## config.mk

```make
export PLATFORM = sky130hd
export DESIGN_NAME = otter_mem_arbiter_flat
export DESIGN_NICKNAME = d
export VERILOG_FILES = /design/src/rtl/otter_mem_arbiter_if.sv /design/src/rtl/otter_mem_arbiter.sv /design/src/flat_wrapper.sv
export SDC_FILE = /design/constraint.sdc
export NUM_CORES = 1
export LEC_CHECK = 0
export ABC_AREA = 1
export BUFFER_PORTS_ARGS = -buffer_cell sky130_fd_sc_hd__buf_2
export CORE_AREA = 2 2 107 109
export DETAILED_ROUTE_END_ITERATION = 8
export DIE_AREA = 0 0 109 111
export PLACE_DENSITY = 0.69
export SLEW_MARGIN = 20
export SYNTH_ARGS = -nofsm -noshare
export SYNTH_HDL_FRONTEND = slang
export SYNTH_SLANG_ARGS = --single-unit
```

## constraint.sdc

```tcl
create_clock -name CLK -period 1.38 [get_ports CLK]
set_clock_uncertainty 0.2 [all_clocks]
set_input_delay 0.138 -clock CLK [delete_from_list [all_inputs] [get_ports CLK]]
set_output_delay 0.138 -clock CLK [all_outputs]
set_load 0.01 [all_outputs]
```

## src/rtl/otter_mem_arbiter_if.sv

```systemverilog
`default_nettype none
// ============================================================================
// Module   : otter_mem_arbiter_if
// Purpose  : Bundles the fetch, data and memory-side signals of the OTTER
//            memory arbiter. The slave view is the arbiter itself; the master
//            view is its environment (the fetch/MEM stages and the memory).
// Revision : 1.0 - initial release
// ============================================================================
interface otter_mem_arbiter_if;
    // Instruction fetch channel
    logic        IF_VALID;
    logic [31:0] IF_ADDR;
    logic        IF_READY;
    logic        IF_RSP_VALID;
    logic [31:0] IF_RDATA;
    // Data (MEM stage) channel
    logic        D_VALID;
    logic        D_WE;
    logic [31:0] D_ADDR;
    logic [31:0] D_WDATA;
    logic [1:0]  D_SIZE;
    logic        D_SIGN;
    logic        D_READY;
    logic        D_RSP_VALID;
    logic [31:0] D_RDATA;
    logic        D_ERR;
    // Memory side
    logic        MEM_EN;
    logic        MEM_WE;
    logic [31:0] MEM_ADDR;
    logic [31:0] MEM_WDATA;
    logic [1:0]  MEM_SIZE;
    logic        MEM_SIGN;
    logic [31:0] MEM_RDATA;

    modport slave (
        input  IF_VALID, IF_ADDR,
        output IF_READY, IF_RSP_VALID, IF_RDATA,
        input  D_VALID, D_WE, D_ADDR, D_WDATA, D_SIZE, D_SIGN,
        output D_READY, D_RSP_VALID, D_RDATA, D_ERR,
        output MEM_EN, MEM_WE, MEM_ADDR, MEM_WDATA, MEM_SIZE, MEM_SIGN,
        input  MEM_RDATA
    );

    modport master (
        output IF_VALID, IF_ADDR,
        input  IF_READY, IF_RSP_VALID, IF_RDATA,
        output D_VALID, D_WE, D_ADDR, D_WDATA, D_SIZE, D_SIGN,
        input  D_READY, D_RSP_VALID, D_RDATA, D_ERR,
        input  MEM_EN, MEM_WE, MEM_ADDR, MEM_WDATA, MEM_SIZE, MEM_SIGN,
        output MEM_RDATA
    );
endinterface
`default_nettype wire

```

## src/rtl/otter_mem_arbiter.sv

```systemverilog
`default_nettype none
// ============================================================================
// Module   : otter_mem_arbiter
// Purpose  : Shares one single-ported memory between instruction fetch and
//            MEM-stage data accesses. Data wins over fetch, but only for
//            MAX_DATA_RUN consecutive grants while a fetch is waiting.
//            Responses return a fixed MEM_LAT cycles after the grant.
// Revision : 1.0 - initial release
// ============================================================================
module otter_mem_arbiter #(
    parameter int MEM_LAT      = 1,
    parameter int MAX_DATA_RUN = 4
) (
    input  logic                CLK,
    input  logic                RST_N,
    otter_mem_arbiter_if.slave  bus
);

    localparam int                c_LW        = $clog2(MEM_LAT + 1);
    localparam int                c_RW        = $clog2(MAX_DATA_RUN + 1);
    localparam logic [c_LW-1:0]   c_LAT_LAST  = c_LW'(MEM_LAT - 1);
    localparam logic [c_RW-1:0]   c_RUN_MAX   = c_RW'(MAX_DATA_RUN);

    typedef enum logic [0:0] {
        ST_IDLE = 1'b0,
        ST_WAIT = 1'b1
    } state_t;

    typedef enum logic [1:0] {
        OWN_NONE  = 2'd0,
        OWN_FETCH = 2'd1,
        OWN_DATA  = 2'd2
    } owner_t;

    state_t          r_state, w_state_nxt;
    owner_t          r_owner, w_owner_nxt;
    logic [c_LW-1:0] r_cnt,   w_cnt_nxt;
    logic [c_RW-1:0] r_run,   w_run_nxt;
    logic            r_err,   w_err_nxt;    // outstanding data op was rejected
    logic            r_store, w_store_nxt;  // outstanding data op is a store
    // Last driven bus values, held on cycles without a grant
    logic [31:0]     r_addr,  w_addr_nxt;
    logic [31:0]     r_wdata, w_wdata_nxt;
    logic [1:0]      r_size,  w_size_nxt;
    logic            r_sign,  w_sign_nxt;

    logic            w_resp;
    logic            w_open;
    logic            w_misalign;
    logic            w_gnt_d;
    logic            w_gnt_f;

    // Grant decision, next-state computation and all outputs
    always_comb begin
        w_state_nxt = r_state;
        w_owner_nxt = r_owner;
        w_cnt_nxt   = r_cnt;
        w_run_nxt   = r_run;
        w_err_nxt   = r_err;
        w_store_nxt = r_store;
        w_addr_nxt  = r_addr;
        w_wdata_nxt = r_wdata;
        w_size_nxt  = r_size;
        w_sign_nxt  = r_sign;

        w_resp     = (r_state == ST_WAIT) && (r_cnt == c_LAT_LAST);
        // RST_N gating keeps READY/MEM_EN low while reset is held
        w_open     = RST_N && ((r_state == ST_IDLE) || w_resp);
        w_misalign = (bus.D_SIZE == 2'b11) ||
                     ((bus.D_SIZE == 2'b01) && bus.D_ADDR[0]) ||
                     ((bus.D_SIZE == 2'b10) && (bus.D_ADDR[1:0] != 2'b00));
        w_gnt_d    = w_open && bus.D_VALID &&
                     ((r_run < c_RUN_MAX) || !bus.IF_VALID);
        w_gnt_f    = w_open && !w_gnt_d && bus.IF_VALID;

        // Run counter only tracks data grants that delay a waiting fetch
        if (!bus.IF_VALID || w_gnt_f) begin
            w_run_nxt = '0;
        end else if (w_gnt_d && (r_run < c_RUN_MAX)) begin
            w_run_nxt = r_run + c_RW'(1);
        end

        if (w_gnt_d) begin
            w_addr_nxt  = bus.D_ADDR;
            w_wdata_nxt = bus.D_WDATA;
            w_size_nxt  = bus.D_SIZE;
            w_sign_nxt  = bus.D_SIGN;
        end else if (w_gnt_f) begin
            w_addr_nxt  = bus.IF_ADDR;
            w_wdata_nxt = '0;
            w_size_nxt  = 2'b10;
            w_sign_nxt  = 1'b0;
        end

        if (w_gnt_d || w_gnt_f) begin
            w_state_nxt = ST_WAIT;
            w_cnt_nxt   = '0;
            w_owner_nxt = w_gnt_d ? OWN_DATA : OWN_FETCH;
            w_err_nxt   = w_gnt_d && w_misalign;
            w_store_nxt = w_gnt_d && bus.D_WE;
        end else if (w_resp) begin
            w_state_nxt = ST_IDLE;
            w_cnt_nxt   = '0;
            w_owner_nxt = OWN_NONE;
            w_err_nxt   = 1'b0;
            w_store_nxt = 1'b0;
        end else if (r_state == ST_WAIT) begin
            w_cnt_nxt   = r_cnt + c_LW'(1);
        end

        bus.IF_READY     = w_gnt_f;
        bus.D_READY      = w_gnt_d;
        // A rejected data access still owns its slot but never touches memory
        bus.MEM_EN       = w_gnt_f || (w_gnt_d && !w_misalign);
        bus.MEM_WE       = w_gnt_d && !w_misalign && bus.D_WE;
        bus.MEM_ADDR     = w_addr_nxt;
        bus.MEM_WDATA    = w_wdata_nxt;
        bus.MEM_SIZE     = w_size_nxt;
        bus.MEM_SIGN     = w_sign_nxt;

        bus.IF_RSP_VALID = w_resp && (r_owner == OWN_FETCH);
        bus.IF_RDATA     = bus.IF_RSP_VALID ? bus.MEM_RDATA : 32'h0;
        bus.D_RSP_VALID  = w_resp && (r_owner == OWN_DATA);
        bus.D_ERR        = bus.D_RSP_VALID && r_err;
        bus.D_RDATA      = (bus.D_RSP_VALID && !r_err && !r_store) ?
                           bus.MEM_RDATA : 32'h0;
    end

    // State register; reset discards any outstanding transaction
    always_ff @(posedge CLK or negedge RST_N) begin
        if (!RST_N) begin
            r_state <= ST_IDLE;
            r_owner <= OWN_NONE;
            r_cnt   <= '0;
            r_run   <= '0;
            r_err   <= 1'b0;
            r_store <= 1'b0;
            r_addr  <= '0;
            r_wdata <= '0;
            r_size  <= '0;
            r_sign  <= 1'b0;
        end else begin
            r_state <= w_state_nxt;
            r_owner <= w_owner_nxt;
            r_cnt   <= w_cnt_nxt;
            r_run   <= w_run_nxt;
            r_err   <= w_err_nxt;
            r_store <= w_store_nxt;
            r_addr  <= w_addr_nxt;
            r_wdata <= w_wdata_nxt;
            r_size  <= w_size_nxt;
            r_sign  <= w_sign_nxt;
        end
    end

endmodule
`default_nettype wire

```

## src/flat_wrapper.sv

```systemverilog
// flat-port wrapper written by rule: the top's interface ports become plain ports
module otter_mem_arbiter_flat 
#(
    parameter int MEM_LAT      = 1,
    parameter int MAX_DATA_RUN = 4
)
  (CLK, RST_N, bus_IF_VALID, bus_IF_ADDR, bus_IF_READY, bus_IF_RSP_VALID, bus_IF_RDATA, bus_D_VALID, bus_D_WE, bus_D_ADDR, bus_D_WDATA, bus_D_SIZE, bus_D_SIGN, bus_D_READY, bus_D_RSP_VALID, bus_D_RDATA, bus_D_ERR, bus_MEM_EN, bus_MEM_WE, bus_MEM_ADDR, bus_MEM_WDATA, bus_MEM_SIZE, bus_MEM_SIGN, bus_MEM_RDATA);
  otter_mem_arbiter_if bus_i ();
  input  logic CLK;
  input  logic RST_N;
  input wire logic [$bits(bus_i.IF_VALID)-1:0] bus_IF_VALID;
  input wire logic [$bits(bus_i.IF_ADDR)-1:0] bus_IF_ADDR;
  output wire logic [$bits(bus_i.IF_READY)-1:0] bus_IF_READY;
  output wire logic [$bits(bus_i.IF_RSP_VALID)-1:0] bus_IF_RSP_VALID;
  output wire logic [$bits(bus_i.IF_RDATA)-1:0] bus_IF_RDATA;
  input wire logic [$bits(bus_i.D_VALID)-1:0] bus_D_VALID;
  input wire logic [$bits(bus_i.D_WE)-1:0] bus_D_WE;
  input wire logic [$bits(bus_i.D_ADDR)-1:0] bus_D_ADDR;
  input wire logic [$bits(bus_i.D_WDATA)-1:0] bus_D_WDATA;
  input wire logic [$bits(bus_i.D_SIZE)-1:0] bus_D_SIZE;
  input wire logic [$bits(bus_i.D_SIGN)-1:0] bus_D_SIGN;
  output wire logic [$bits(bus_i.D_READY)-1:0] bus_D_READY;
  output wire logic [$bits(bus_i.D_RSP_VALID)-1:0] bus_D_RSP_VALID;
  output wire logic [$bits(bus_i.D_RDATA)-1:0] bus_D_RDATA;
  output wire logic [$bits(bus_i.D_ERR)-1:0] bus_D_ERR;
  output wire logic [$bits(bus_i.MEM_EN)-1:0] bus_MEM_EN;
  output wire logic [$bits(bus_i.MEM_WE)-1:0] bus_MEM_WE;
  output wire logic [$bits(bus_i.MEM_ADDR)-1:0] bus_MEM_ADDR;
  output wire logic [$bits(bus_i.MEM_WDATA)-1:0] bus_MEM_WDATA;
  output wire logic [$bits(bus_i.MEM_SIZE)-1:0] bus_MEM_SIZE;
  output wire logic [$bits(bus_i.MEM_SIGN)-1:0] bus_MEM_SIGN;
  input wire logic [$bits(bus_i.MEM_RDATA)-1:0] bus_MEM_RDATA;
  assign bus_i.IF_VALID = bus_IF_VALID;
  assign bus_i.IF_ADDR = bus_IF_ADDR;
  assign bus_IF_READY = bus_i.IF_READY;
  assign bus_IF_RSP_VALID = bus_i.IF_RSP_VALID;
  assign bus_IF_RDATA = bus_i.IF_RDATA;
  assign bus_i.D_VALID = bus_D_VALID;
  assign bus_i.D_WE = bus_D_WE;
  assign bus_i.D_ADDR = bus_D_ADDR;
  assign bus_i.D_WDATA = bus_D_WDATA;
  assign bus_i.D_SIZE = bus_D_SIZE;
  assign bus_i.D_SIGN = bus_D_SIGN;
  assign bus_D_READY = bus_i.D_READY;
  assign bus_D_RSP_VALID = bus_i.D_RSP_VALID;
  assign bus_D_RDATA = bus_i.D_RDATA;
  assign bus_D_ERR = bus_i.D_ERR;
  assign bus_MEM_EN = bus_i.MEM_EN;
  assign bus_MEM_WE = bus_i.MEM_WE;
  assign bus_MEM_ADDR = bus_i.MEM_ADDR;
  assign bus_MEM_WDATA = bus_i.MEM_WDATA;
  assign bus_MEM_SIZE = bus_i.MEM_SIZE;
  assign bus_MEM_SIGN = bus_i.MEM_SIGN;
  assign bus_i.MEM_RDATA = bus_MEM_RDATA;
  otter_mem_arbiter #(.MEM_LAT(MEM_LAT), .MAX_DATA_RUN(MAX_DATA_RUN)) u_core (.CLK(CLK), .RST_N(RST_N), .bus(bus_i));
endmodule
```

==> results of run 1 <==
==> power by group through the flow <==
| stage | clock, µW | sequential (µW) | combinational (µW) |
|---|---|---|---|
| 3_5_place_dp | 0 | 2620 | 1620 |
| 4_1_cts | 2420 | 2580 | 1820 |
| 6_report | 2390 | 2590 | 1990 |
| 2_1_floorplan | 0 | 2600 | 875 |
| 5_1_grt | 2520 | 2610 | 2140 |
| 3_3_place_gp | 0 | 2610 | 1600 |
==> cell type report <==
class / instances / area, µm²
Inverter: 43 / 168
Antenna cell: 1 / 2.50
Clock buffer: 12 / 256
Fill cell: 825 / 3550
Multi-Input combinational cell: 340 / 2340
Sequential cell: 76 / 1900
Clock inverter: 4 / 47.5
Timing Repair Buffer: 358 / 2630
Tap cell: 143 / 179
==> flip-flops by register name, indices dropped and copies added, names as in the netlist <==
register,flops
u_core.r_state,1
u_core.r_err,1
u_core.r_size,2
u_core.r_cnt,1
u_core.r_run,3
u_core.r_wdata,32
u_core.r_owner,2
u_core.r_sign,1
u_core.r_addr,32
u_core.r_store,1
==> cell usage after synthesis <==
cell type / instances / area, µm²
nor2_4: 1 / 11.3
buf_6: 7 / 78.8
dfrtp_1: 76 / 1900
or2_2: 1 / 6.26
nand2_2: 2 / 12.5
nor3_1: 1 / 5.00
a21o_1: 1 / 7.51
ha_1: 1 / 12.5
a21oi_1: 4 / 20.0
nand2_1: 183 / 687
buf_1: 1 / 3.75
inv_1: 42 / 158
nor3_2: 1 / 10.0
nor2_1: 71 / 267
nand4_1: 32 / 200
nand2_4: 1 / 11.3
buf_2: 12 / 60.1
clkbuf_1: 9 / 33.8
and2_1: 1 / 6.26
o21ai_0: 2 / 10.0
clkinv_1: 1 / 3.75
buf_4: 2 / 15.0
nand3_1: 38 / 190
==> routing by layer <==
metal	vias to the layer above	track usage
met4	0	0.0838
met1	2229	0.256
met3	24	0.0700
met2	212	0.427
met5	-	0
li1	2217	-
==> metrics by stage <==
step | TNS [ns] | instances | instance area, µm²
finish | -104.06 | 977 | 7520
global route | -117.46 | 976 | 7520
CTS | -90.07 | 972 | 6990
detailed placement | -38.31 | 918 | 6100
global placement | -33.61 | 918 | 6100
floorplan | -19.23 | 490 | 4370
==> worst max-delay path: cells and delay by family, from the launching register on <==
kind,cells,cell delay (ns)
and+or+nand+nor,4,0.55
buffers and inverters,3,0.46
DFF,1,0.42
==> cell families (layout without fill, tap and decap cells) <==
group           count (synthesis)  in the layout  share of synthesized area
compound gates                  7              7                     0.0101
fa+ha+maj                       1              1                    0.00337
buf+inv                        74            417                     0.0951
flops                          76             76                      0.512
other cells                     0              1                          0
simple gates                  332            332                      0.379
==> path summary, 6_finish.rpt <==
check,to,slack [ns],cells after the start
hold / removal,u_core.r_wdata[22]$_DFF_PN0_,-0.17,3
min in group asynchronous,u_core.r_addr[1]$_DFF_PN0_,-0.13,2
hold reg to reg,u_core.r_addr[12]$_DFF_PN0_,0.28,2
setup / recovery,bus_D_RDATA[25],-0.72,7
setup reg to reg,u_core.r_state$_DFFE_PN0P_,-0.52,12
max in group asynchronous,u_core.r_owner[1]$_DFFE_PN0P_,0.48,2
==> repair_timing <==
| item | CTS | global route |
|---|---|---|
| resized for setup | 37 | 108 |
| hold endpoints to repair | 143 | 111 |
| gates cloned | 5 | 5 |
| pin swaps | 7 | 11 |
| endpoints found under the setup margin | 213 | 214 |
| buffers inserted | 18 | 7 |
==> out/metrics.yaml, run 1 <==
outcome:
  status: "finished, violations left"
  violations: "negative hold slack, negative setup slack"
critical_path:
  crit_required_ns: 1.04
  crit_chain: "buf_6, nand2_8, nor3_4, nand2_4, buf_6, nor2_2, buf_2"
  critical_path_class: "reg -> out"
  path_max_fanout: 5
  arrival_ns: 1.76
  crit_path_end_kind: "output pin"
  cp_common_cell: "buf_6"
  crit_path_top_delay_cell: "dfrtp_1"
  worst_r2r_startpoint: "u_core.r_state$_DFFE_PN0P_"
  slowest_delay_ns: 0.42
  start_kind: "flip-flop"
  crit_start: "u_core.r_state$_DFFE_PN0P_"
die:
  rows: 39
  die_y_um: 111
  core_area_um2: 11100
  boundaryPins: 274
  initial_core_util: 0.335
  die_x_um: 109
  dieArea_um2: 12100
routing:
  route.met2.wl_um: 8150
  wl_met1_um: 5690
  drt_iter0_drc: 226
  drc_errors: 0
  highest_layer: "met4"
  detail-route-antenna-nets: 0
  wl_met3_um: 1250
  dr.pass1.iters: 4
  vias: 4682
  drt_wl_total_um: 15400
  routed_via_density: 4.79
  detail_route.wl_per_cell_um: 15.7
global_route:
  grt_use_total: 0.236
  grt_overflow: 0
  grt_pass1_vias: 4762
  antenna_found_initial: 1
  grt_pass1_wl_um: 22300
  grt_max_degree: 77
yosys:
  synthesis.instances: 490
  synth_seq_area_share: 0.512
  ys_types: 23
  synth.avg_cell_area_um2: 7.57
  syn_nets: 627
  synth_warnings: 0
  synth_area_um2: 3710
  ys_seq_elements: 76
clock_tree:
  clk_pin_slew_ns: 0.06
  clock_latency_ns: 0.33
  clock-sinks: 76
  cts_root_buf: "clkbuf_16"
  cts_tree: "built"
  holdBufCountCts: 15
  cts_buffers: 9
  clock_path_buffers: 2
  htree_num_levels: 3
power:
  p_leak_uw: 0.00415
  p_switching_uw: 2060
  netSwitchingFraction: 0.296
  power_uw: 6960
  powerDensity_nw_per_um2: 926
  combPwrFrac: 0.285
  pwr-share-clk: 0.343
  seqPwrFrac: 0.372
  internal-power_uw: 4900
  vdd_drop_max_mv: 0.808
place:
  routabilityCongestion: 0.856
  portBuffers: 273
  pre_cts_slack_ns: -0.313
  place.detailed.hpwl_um: 9980
timing:
  fin_ws_ns: -0.721
  hold_violations: 126
  grt_setup_unrepaired: "yes"
  tightest_slew_ns: 0.962
  fmax_mhz: 476
  slew_viol_final: 0
  period_share: 1.52
  setup_viol: 213
  hold_ws_ns: -0.168
  max_slew_margin: 0.358
  min_period_ns: 2.10
cells_and_area:
  final_core_util: 0.679
  final_common_cell: "buf_2"
  drive_above_1_share: 0.699
  fin_nets: 965
  mostFrequentLayoutCells: "buf_2, nand2_2, dfrtp_1"
  syn2layout_area_growth_pct: 103
min_path:
  worstHoldStart: "bus_D_WDATA[22]"
  hold_path.class: "in -> reg"
job:
  drv_cap: 0
No activity file was read; power rests on OpenSTA's default activity.
==> inputs of run 2 (changes only) <==
--- a/config.mk
+++ b/config.mk
@@ -6,7 +6,7 @@
 export NUM_CORES = 1
 export LEC_CHECK = 0
 export ABC_AREA = 1
-export BUFFER_PORTS_ARGS = -buffer_cell sky130_fd_sc_hd__buf_2
+export BUFFER_PORTS_ARGS = -buffer_cell sky130_fd_sc_hd__clkbuf_2
 export CORE_AREA = 2 2 107 109
 export DETAILED_ROUTE_END_ITERATION = 8
 export DIE_AREA = 0 0 109 111
==> run 2 against run 1 <==
The run still ends with negative hold slack, negative setup slack left. Sequential power barely moved. Global-route usage rose by 0.15 points. Clock power rose by 10%. Design area rose by 2.2%. Sequential share of layout area fell by 0.56 points. Total power rose by 4.3%. Highest routed layer unchanged. Core utilization rose by 1.5 points. Routed wire length rose by 4.4%. Register-to-register slack improved by 0.27 ns. Worst hold slack improved by 0.0093 ns. Sequential cell count did not move. Final cell count rose by 0.82%.
==> out/metrics.yaml, run 2 (synthesis gave the netlist of run 1 again) <==
clock_tree:
  clock-sinks: 76
  cts_root_buf: "clkbuf_16"
  cts_buffers: 9
  holdBufCountCts: 28
  htree_num_levels: 3
  cts_tree: "built"
  clock_latency_ns: 0.33
  clock_path_buffers: 2
  clk_pin_slew_ns: 0.06
cells_and_area:
  final_core_util: 0.694
  syn2layout_area_growth_pct: 107
  final_common_cell: "clkbuf_2"
  top_regs: "u_core.r_addr (32), u_core.r_wdata (32), u_core.r_run (3)"
  fill_cells: 799
  drive_above_1_share: 0.698
  fin_nets: 973
  mostFrequentLayoutCells: "clkbuf_2, nand2_2, dfrtp_1"
timing:
  period_share: 1.47
  setup_tns_ns: -88.48
  tightest_slew_ns: 0.971
  hold_violations: 118
  fin_ws_ns: -0.651
  min_period_ns: 2.03
  slew_viol_final: 0
  hold_ws_ns: -0.159
  grt_setup_unrepaired: "yes"
  setup_viol: 212
  fmax_mhz: 492
  max_slew_margin: 0.352
critical_path:
  crit_path_top_delay_cell: "dfrtp_1"
  crit_family: "buffers and inverters"
  cp_common_cell: "inv_4"
  crit_path_end_kind: "output pin"
  path_max_fanout: 5
  start_kind: "flip-flop"
  crit_chain: "buf_6, inv_4, nand2_4, inv_4, nand3_4, buf_12, buf_16, nor2_2, buf_2"
  arrival_ns: 1.69
  critical_path_class: "reg -> out"
  cp_num_buf_inv: 6
  path_depth: 9
  slowest_delay_ns: 0.40
  reg2reg_depth: 7
  crit_required_ns: 1.04
routing:
  drt_wl_total_um: 16000
  detail_route.wl_per_cell_um: 16.3
  vias: 4797
  dr.pass1.iters: 6
  drc_errors: 0
  drt_iter0_drc: 291
  detail-route-antenna-nets: 0
  routed_via_density: 4.87
place:
  routabilityCongestion: 0.845
  place.detailed.hpwl_um: 9920
  portBuffers: 273
global_route:
  grt_use_total: 0.238
  grt_overflow: 0
  grt_pass1_wl_um: 22200
  grt_pass1_vias: 4589
  antenna_found_initial: 1
  grt_max_degree: 77
min_path:
  holdPathStages: 3
  hold_path.class: "in -> reg"
die:
  die_x_um: 109
  core_area_um2: 11100
  dieArea_um2: 12100
  initial_core_util: 0.335
  boundaryPins: 274
  rows: 39
  die_y_um: 111
outcome:
  status: "finished, violations left"
  violations: "negative hold slack, negative setup slack"
power:
  p_leak_uw: 0.00429
  vdd_drop_max_mv: 0.777
  power_uw: 7260
  powerDensity_nw_per_um2: 944
job:
  drv_cap: 0
==> run 2: final timing paths <==
path	from	to	slack (ns)
max reg2reg	u_core.r_cnt$_DFFE_PN0P_	u_core.r_addr[22]$_DFF_PN0_	-0.25
min	bus_D_ADDR[5]	u_core.r_addr[5]$_DFF_PN0_	-0.16
max	u_core.r_cnt$_DFFE_PN0P_	bus_IF_RDATA[27]	-0.65
max in group asynchronous	RST_N	u_core.r_sign$_DFF_PN0_	0.47
min reg2reg	u_core.r_addr[0]$_DFF_PN0_	u_core.r_addr[0]$_DFF_PN0_	0.28
min in group asynchronous	RST_N	u_core.r_wdata[3]$_DFF_PN0_	-0.10
==> run 2: power by group <==
part,internal (µW),switching [µW]
clock,1690,943
sequential,2470,129
combinational,956,1080
total,5110,2150
==> run 2: final cells by class <==
cell class	instances	area [µm²]	share of cell area
multi-input combinational	341	2380	0.309
tap	143	179	0.0233
clock buffer	11	253	0.0329
clock inverter	5	82.6	0.0107
sequential	76	1900	0.247
timing repair buffer	365	2720	0.354
inverter	43	171	0.0223
antenna	1	2.50	0.000325
==> run 2: repair_timing <==
| action | CTS | global route |
|---|---|---|
| pin swaps | 8 | 18 |
| gates cloned | 6 | 8 |
| setup endpoints to repair | 212 | 212 |
| buffers inserted | 6 | 13 |
| endpoints found under the hold margin | 145 | 77 |
| resized for setup | 36 | 178 |
==> run 2: metal layers <==
layer	GRT usage	part of all wire
met1	0.267	0.37
met3	0.0576	0.079
met2	0.424	0.52
met5	0	0
met4	0.0932	0.024
==> run 2: worst min-delay path: stages <==
cell and delay, ns:
clkbuf_2 0.08, nand2_1 0.05, nand3_2 0.07
==> run 2: stage by stage <==
stage / worst slack (ns) / instances / hold slack, ns / area (µm²)
2_1_floorplan: -0.143 / 490 / -0.358 / 4370
3_3_place_gp: -0.270 / 910 / 0.157 / 6040
3_5_place_dp: -0.304 / 910 / 0.161 / 6040
4_1_cts: -0.673 / 966 / -0.174 / 7020
5_1_grt: -0.735 / 984 / -0.160 / 7690
6_report: -0.651 / 985 / -0.159 / 7690
